File: src/rtl/stall_controller.sv
// Hazard sequencer: per-register pending-write scoreboard plus a branch-resolve FSM. All state updates on the negedge of I_CLOCK.
// Dependency stall and issue are combinational. Branch stall, redirect strobe and target are registered.
module stall_controller #(
  parameter int NUM_REGS        = 16,
  parameter int REG_IDX_W       = 4,
  parameter int PC_WIDTH        = 16,
  parameter int CNT_W           = 2,
  parameter int RESOLVE_TIMEOUT = 8
) (
  input  logic                 I_CLOCK,
  input  logic                 I_LOCK,
  input  logic                 I_DE_Valid,
  input  logic                 I_DE_IsBranch,
  input  logic                 I_DE_Src1Valid,
  input  logic [REG_IDX_W-1:0] I_DE_Src1,
  input  logic                 I_DE_Src2Valid,
  input  logic [REG_IDX_W-1:0] I_DE_Src2,
  input  logic                 I_DE_DstValid,
  input  logic [REG_IDX_W-1:0] I_DE_Dst,
  input  logic                 I_WB_Valid,
  input  logic [REG_IDX_W-1:0] I_WB_Dst,
  input  logic                 I_MEM_BrResolve,
  input  logic                 I_MEM_BrTaken,
  input  logic [PC_WIDTH-1:0]  I_MEM_BrTarget,
  output logic                 O_DepStallSignal,
  output logic                 O_BranchStallSignal,
  output logic                 O_BranchAddrSelect,
  output logic [PC_WIDTH-1:0]  O_BranchPC,
  output logic                 O_Issue,
  output logic                 O_Error
);

  localparam int TMO_W = $clog2(RESOLVE_TIMEOUT + 1);
  localparam logic [CNT_W-1:0] CNT_MAX = '1;

  typedef enum logic [1:0] {
    IDLE         = 2'd0,
    WAIT_RESOLVE = 2'd1,
    REDIRECT     = 2'd2
  } br_state_e;

  br_state_e            state_q, state_d;
  logic [TMO_W-1:0]     tmo_q, tmo_d;
  logic [CNT_W-1:0]     pend_q [NUM_REGS];
  logic [CNT_W-1:0]     pend_d [NUM_REGS];
  logic                 br_stall_q, br_stall_d;
  logic                 sel_q, sel_d;
  logic [PC_WIDTH-1:0]  pc_q, pc_d;
  logic                 err_q, err_d;

  logic                 src1_haz, src2_haz, dst_full;
  logic                 dep_stall, issue;
  logic [NUM_REGS-1:0]  inc_vec, dec_vec;
  logic                 sb_err, fsm_err;

  always_comb begin
    src1_haz  = I_DE_Src1Valid && (pend_q[I_DE_Src1] != '0);
    src2_haz  = I_DE_Src2Valid && (pend_q[I_DE_Src2] != '0);
    dst_full  = I_DE_DstValid && (pend_q[I_DE_Dst] == CNT_MAX);
    // Dependencies are masked while a branch is outstanding; the branch stall already holds decode.
    dep_stall = I_DE_Valid && (src1_haz || src2_haz || dst_full) && (state_q != WAIT_RESOLVE);
    issue     = I_DE_Valid && !dep_stall && !br_stall_q;
  end

  always_comb begin
    inc_vec = '0;
    dec_vec = '0;
    if (issue && I_DE_DstValid) inc_vec[I_DE_Dst] = 1'b1;
    if (I_WB_Valid)             dec_vec[I_WB_Dst] = 1'b1;
  end

  always_comb begin
    sb_err = 1'b0;
    for (int r = 0; r < NUM_REGS; r++) begin
      pend_d[r] = pend_q[r];
      if (inc_vec[r] && !dec_vec[r]) begin
        pend_d[r] = pend_q[r] + CNT_W'(1);
      end else if (dec_vec[r] && !inc_vec[r]) begin
        if (pend_q[r] == '0) sb_err = 1'b1;
        else                 pend_d[r] = pend_q[r] - CNT_W'(1);
      end
    end
  end

  always_comb begin
    state_d = state_q;
    tmo_d   = tmo_q;
    sel_d   = 1'b0;
    pc_d    = pc_q;
    fsm_err = 1'b0;
    case (state_q)
      IDLE: begin
        if (issue && I_DE_IsBranch) begin
          state_d = WAIT_RESOLVE;
          tmo_d   = '0;
        end
        if (I_MEM_BrResolve) fsm_err = 1'b1;
      end
      WAIT_RESOLVE: begin
        tmo_d = tmo_q + TMO_W'(1);
        if (I_MEM_BrResolve) begin
          sel_d   = I_MEM_BrTaken;
          if (I_MEM_BrTaken) pc_d = I_MEM_BrTarget;
          state_d = REDIRECT;
        end else if (tmo_q == TMO_W'(RESOLVE_TIMEOUT - 1)) begin
          fsm_err = 1'b1;
          state_d = IDLE;
        end
      end
      REDIRECT: state_d = IDLE;
      default:  state_d = IDLE;
    endcase
    br_stall_d = (state_d == WAIT_RESOLVE);
    err_d      = err_q || sb_err || fsm_err;
  end

  always_ff @(negedge I_CLOCK or negedge I_LOCK) begin
    if (!I_LOCK) begin
      state_q    <= IDLE;
      tmo_q      <= '0;
      br_stall_q <= 1'b0;
      sel_q      <= 1'b0;
      pc_q       <= '0;
      err_q      <= 1'b0;
      for (int r = 0; r < NUM_REGS; r++) pend_q[r] <= '0;
    end else begin
      state_q    <= state_d;
      tmo_q      <= tmo_d;
      br_stall_q <= br_stall_d;
      sel_q      <= sel_d;
      pc_q       <= pc_d;
      err_q      <= err_d;
      for (int r = 0; r < NUM_REGS; r++) pend_q[r] <= pend_d[r];
    end
  end

  assign O_DepStallSignal    = dep_stall;
  assign O_Issue             = issue;
  assign O_BranchStallSignal = br_stall_q;
  assign O_BranchAddrSelect  = sel_q;
  assign O_BranchPC          = pc_q;
  assign O_Error             = err_q;

endmodule

File: config.mk
export PLATFORM = sky130hd
export DESIGN_NAME = stall_controller
export DESIGN_NICKNAME = d
export VERILOG_FILES = /design/src/rtl/stall_controller.sv
export SDC_FILE = /design/constraint.sdc
export NUM_CORES = 1
export LEC_CHECK = 0
export ABC_AREA = 1
export CAP_MARGIN = 20
export CORE_AREA = 2 2 101 84
export CTS_BUF_LIST = sky130_fd_sc_hd__clkbuf_2
export DETAILED_ROUTE_END_ITERATION = 8
export DIE_AREA = 0 0 103 86
export PLACE_DENSITY = 0.81
export SETUP_SLACK_MARGIN = 0.2
export SLEW_MARGIN = 15
export SYNTH_ARGS = -nofsm -noshare
export SYNTH_HDL_FRONTEND = slang
export SYNTH_SLANG_ARGS = --single-unit
File: constraint.sdc
create_clock -name I_CLOCK -period 2.95 [get_ports I_CLOCK]
set_clock_uncertainty 0.2 [all_clocks]
set_input_delay 0.59 -clock I_CLOCK [delete_from_list [all_inputs] [get_ports I_CLOCK]]
set_output_delay 0.59 -clock I_CLOCK [all_outputs]
set_load 0.005 [all_outputs]
==> impl_metrics.json, run 1 <==
{
  "synth.area.top_cells": "sky130_fd_sc_hd__dfrtn_1, sky130_fd_sc_hd__nand2_1, sky130_fd_sc_hd__ha_1",
  "synthesis.instances": 646,
  "ctsHoldBuffers": 0,
  "clock_tree.buffer_depth": 2,
  "flow.first_error": "[ERROR GRT-0232] Routing congestion too high. Check the congestion heatmap in the GUI.",
  "yosys_cell_types": 31,
  "die-height_um": 86,
  "place_hpwl_um": 11700,
  "haltStage": "global routing (5_1_grt)",
  "port_buffers": 62,
  "root_buffer": "sky130_fd_sc_hd__clkbuf_2",
  "cts_htree_levels": 3,
  "synth_commonest_cells": "sky130_fd_sc_hd__nand2_1, sky130_fd_sc_hd__inv_1, sky130_fd_sc_hd__nor2_1",
  "clock-sinks": 57,
  "fp.dieW_um": 103,
  "ys_warn_count": 0,
  "floorplan.initialDensity": 0.560,
  "floorplan.io_pins": 63,
  "worstEndpointGrtRepair": "O_Issue",
  "yosys.cell_count.top_type": "sky130_fd_sc_hd__nand2_1",
  "worst_path_end_type": "primary output",
  "synth.yosys.seq_area_share": 0.328,
  "synthDominantCellAreaShare": 0.328,
  "track_usage": 0.958,
  "synth_edf_count": 0,
  "grt_start_max_net_pins": 58,
  "synth_area_um2": 4350,
  "post-synth-top-area-cell": "sky130_fd_sc_hd__dfrtn_1",
  "synthesis_stage_register_bit_count": 57,
  "synth_top_flop_cell": "sky130_fd_sc_hd__dfrtn_1",
  "syn_nets": 721,
  "run_status": "did not finish",
  "pre_cts_slack_ns": -2.35,
  "mean_cell_area_of_the_mapped_netlist_um2": 6.73,
  "cts_made_buffers": 9,
  "row_count": 29,
  "globalplace.congestion": 1.00,
  "async_flop_share": 1.00,
  "globalRoute.totalOverflow": 753
}
-- kinds of logic after synthesis --
logic type	after synthesis	share of synthesized area
and+or+nand+nor	386	0.377
buffers and inverters	100	0.0998
AOI/OAI and AO/OA	57	0.0739
DFF	57	0.328
adders and majority gates	33	0.0949
xor gates and xnor gates	13	0.0262
-- stage by stage --
stage / area (um2) / cells / setup TNS [ns] / hold WS [ns]
after CTS: 7170 / 993 / -50.84 / 0.235
after global placement: 6270 / 939 / -91.70 / 0.223
after detailed placement: 6270 / 939 / -95.22 / 0.225
after floorplan: 4640 / 646 / -43.91 / 0.197
-- layer usage --
| metal | GRT overflow | track usage |
|---|---|---|
| met5 | 0 | 0.189 |
| met4 | 202 | 1.14 |
| met3 | 5 | 0.663 |
| met2 | 540 | 1.28 |
| met1 | 6 | 0.845 |
-- repair_timing --
action                                  in CTS
cloned                                       4
buffers inserted                            34
hold endpoints to repair                     0
resized for setup                          266
endpoints found under the setup margin      77
pin swaps                                   80
==> inputs of run 2 (changes only) <==
- CORE_AREA: 2 2 101 84 -> 2 2 108 110
- CTS_BUF_LIST: sky130_fd_sc_hd__clkbuf_2 -> default
- DIE_AREA: 0 0 103 86 -> 0 0 110 112
- PLACE_DENSITY: 0.81 -> default
- PLACE_DENSITY_LB_ADDON: default -> 0.15
- SETUP_SLACK_MARGIN: 0.2 -> default
==> impl_metrics.json, run 2 <==
{
  "finalHoldViolations": 0,
  "synthesis_stage_register_bit_count": 57,
  "run_status": "complete, but fails checks",
  "synth_area_um2": 4350,
  "post-synth-top-area-cell": "sky130_fd_sc_hd__dfrtn_1",
  "floorplan.initialDensity": 0.389,
  "max-vdd-ir-drop_uv": 346,
  "internal_power_mw": 2.01,
  "combPwrFrac": 0.286,
  "synth_compound_gate_area_share": 0.0739,
  "floorplan.io_pins": 63,
  "synthesis.instances": 646,
  "drtPass1Iterations": 5,
  "clockPowerShare": 0.370,
  "cap_viol_max_count": 0,
  "grt_antenna_before_repair": 0,
  "final_layout_size_suffix_gt1_frac": 0.420,
  "async_flop_share": 1.00,
  "globalRoute.totalOverflow": 0,
  "worst-endpoint-arrival_ns": 2.92,
  "hold-worst-slack_ns": 0.225,
  "commonest_cells_after_routing_fill_and_taps_aside": "sky130_fd_sc_hd__nand2_1, sky130_fd_sc_hd__buf_4, sky130_fd_sc_hd__inv_1",
  "power.share.switching": 0.322,
  "crit_path_max_fanout": 6,
  "layout.core_utilization": 0.667,
  "place_area_um2": 6290,
  "worst_hold_path_class": "reg2reg",
  "ys_warn_count": 0,
  "max_slew_margin": 0.728,
  "synth_top_flop_cell": "sky130_fd_sc_hd__dfrtn_1",
  "place_hpwl_um": 11600,
  "share_seq_of_total_power": 0.344,
  "root_buffer": "sky130_fd_sc_hd__clkbuf_16",
  "viasPerCell": 4.93,
  "design.final.nets": 944,
  "number_of_global_route_vias_before_repair": 5088,
  "n_antenna_cell": 0,
  "finish.instance_area_um2": 7450,
  "yosys_cell_types": 31,
  "post_synth_fa_ha_maj_area_fraction": 0.0949,
  "syn_nets": 721,
  "largest_register_ffs": 32,
  "worst-setup-path-type": "in2reg",
  "synth_commonest_cells": "sky130_fd_sc_hd__nand2_1, sky130_fd_sc_hd__inv_1, sky130_fd_sc_hd__nor2_1",
  "track_usage": 0.271,
  "route.detailed.wl_per_inst_um": 15.7,
  "setup.worst_path.end_class": "register",
  "fp.dieArea_um2": 12300,
  "p_leak_nw": 3.73,
  "fillCellCount": 951,
  "cts_made_buffers": 9,
  "yosys-mux-area-fraction": 0,
  "main_combinational_cell_family_by_area_after_synthesis": "simple AND/OR/NAND/NOR gates",
  "fp.dieW_um": 110,
  "p_switching_mw": 0.953,
  "via_count": 5012,
  "clock-sinks": 57,
  "grt_start_max_net_pins": 58,
  "insertion_delay_ns": 0.35,
  "synth.yosys.seq_area_share": 0.328,
  "synth-simple-area-share": 0.377,
  "tritoncts": "yes",
  "row_count": 39,
  "failed_checks": "negative setup slack",
  "slew_limit_fails": 0,
  "cp_data_required_time_ns": 1.46,
  "die-height_um": 112,
  "port_buffers": 62,
  "globalplace.congestion": 0.935,
  "synth_xor_xnor_area_share": 0.0262,
  "worst_slack_ns": -1.46,
  "synth.area.top_cells": "sky130_fd_sc_hd__dfrtn_1, sky130_fd_sc_hd__nand2_1, sky130_fd_sc_hd__ha_1",
  "mean_cell_area_of_the_mapped_netlist_um2": 6.73,
  "cts_htree_levels": 3,
  "ant_nets": 0,
  "layout.cells.most_common": "sky130_fd_sc_hd__nand2_1",
  "drt_drc_violations_left": 0,
  "synth_edf_count": 0,
  "synthDominantCellAreaShare": 0.328,
  "ctsHoldBuffers": 0,
  "wl_um": 16000,
  "clock_tree.buffer_depth": 2,
  "worst_slew_pin_slew_ns": 0.407,
  "worst_setup_path_start_kind": "input port",
  "dr.first_iter.drc_count": 312,
  "grt_pass1_wl_um": 25300,
  "area_growth_pct": 71.3,
  "unrepaired_setup_endpoints_after_global_routing": "true",
  "placeableCoreArea_um2": 11200,
  "largest_register": "pend_q",
  "p_per_area_nw_per_um2": 397,
  "finalSetupViolations": 60,
  "yosys.cell_count.top_type": "sky130_fd_sc_hd__nand2_1",
  "clkSlewWorstSetupHoldPaths_ns": 0.05
}
==> run 2: cell counts after synthesis <==
No cell type changed its count.
==> run 2: power groups by stage <==
stage                     clock network, mW  logic [mW]  registers, mW
after floorplan                           0       0.319           1.03
after global placement                    0       0.778           1.02
after detailed placement                  0       0.794           1.03
after CTS                              1.11       0.764           1.02
after global routing                   1.14       0.934           1.04
final                                  1.09       0.846           1.02
==> run 2: timing repair <==
action | CTS | global route
setup endpoints to repair | 77 | 74
gates cloned | 4 | 1
resized for setup | 229 | 70
setup buffers | 15 | 14
pin swaps | 49 | 45
==> run 2: metrics by stage <==
step                      instances  setup TNS (ns)  setup WS (ns)  total power, mW
after global placement          969          -88.59          -2.42             1.80
after floorplan                 646          -43.91          -1.32             1.35
after detailed placement        969          -90.60          -2.50             1.82
after CTS                      1003          -45.71          -1.36             2.89
final                          1017          -47.94          -1.46             2.96
after global routing           1017          -53.08          -1.63             3.11
==> run 2: metal layers <==
metal,global-route usage,vias to the layer above,wire (um)
li1,-,2497,-
met1,0.340,2346,6730
met2,0.448,132,7970
met3,0.0451,37,804
met4,0.127,0,511
met5,0,-,0
==> run 2: final cells by class <==
| class | instances | area (um2) | share of cell area |
|---|---|---|---|
| Inverter | 91 | 369 | 0.0495 |
| Timing Repair Buffer | 220 | 1850 | 0.248 |
| Clock inverter | 7 | 77.6 | 0.0104 |
| Timing Repair inverter | 1 | 6.26 | 0.000840 |
| Multi-Input combinational cell | 489 | 3320 | 0.445 |
| Sequential cell | 57 | 1430 | 0.191 |
| Tap cell | 143 | 179 | 0.0240 |
| Clock buffer | 9 | 225 | 0.0302 |
==> run 2: critical path, cell delays in order <==
cell and delay (ns):
sky130_fd_sc_hd__buf_12 0.13, sky130_fd_sc_hd__buf_16 0.14, sky130_fd_sc_hd__nand2_1 0.08, sky130_fd_sc_hd__o21ai_2 0.05, sky130_fd_sc_hd__nand2_1 0.05, sky130_fd_sc_hd__nand2_1 0.04, sky130_fd_sc_hd__nand2_1 0.05, sky130_fd_sc_hd__nand2_1 0.05
sky130_fd_sc_hd__inv_1 0.07, sky130_fd_sc_hd__nand2_2 0.05, sky130_fd_sc_hd__nand3_2 0.05, sky130_fd_sc_hd__nand3_2 0.09, sky130_fd_sc_hd__nand2_4 0.11, sky130_fd_sc_hd__nand2_4 0.08, sky130_fd_sc_hd__nor2_8 0.14, sky130_fd_sc_hd__buf_6 0.13
sky130_fd_sc_hd__buf_8 0.12, sky130_fd_sc_hd__nand3_4 0.08, sky130_fd_sc_hd__ha_4 0.16, sky130_fd_sc_hd__nand3_1 0.11, sky130_fd_sc_hd__nand4_1 0.20, sky130_fd_sc_hd__nor3_2 0.25, sky130_fd_sc_hd__nand2_1 0.08
==> run 2: cells by family (layout without fill, tap and decap cells) <==
logic type	Yosys count	in the layout
fa+ha+maj	33	33
compound gates	57	57
simple gates	386	386
flops	57	57
buf+inv	100	328
xor+xnor	13	13
==> run 2: worst paths after layout <==
path | start | to | slack (ns) | cells after the start
worst max-delay path | I_DE_Dst[0] | O_Error | -1.46 | 23
worst min-delay path | O_BranchPC[14] | O_BranchPC[14] | 0.23 | 2
worst max register to register | pend_q[30] | O_Error | -0.06 | 19
worst min register to register | O_BranchPC[14] | O_BranchPC[14] | 0.23 | 2
max in group asynchronous | I_LOCK | O_BranchPC[6] | 0.84 | 2
min in group asynchronous | I_LOCK | pend_q[13] | 1.40 | 2
No activity file was read; power rests on OpenSTA's default activity.
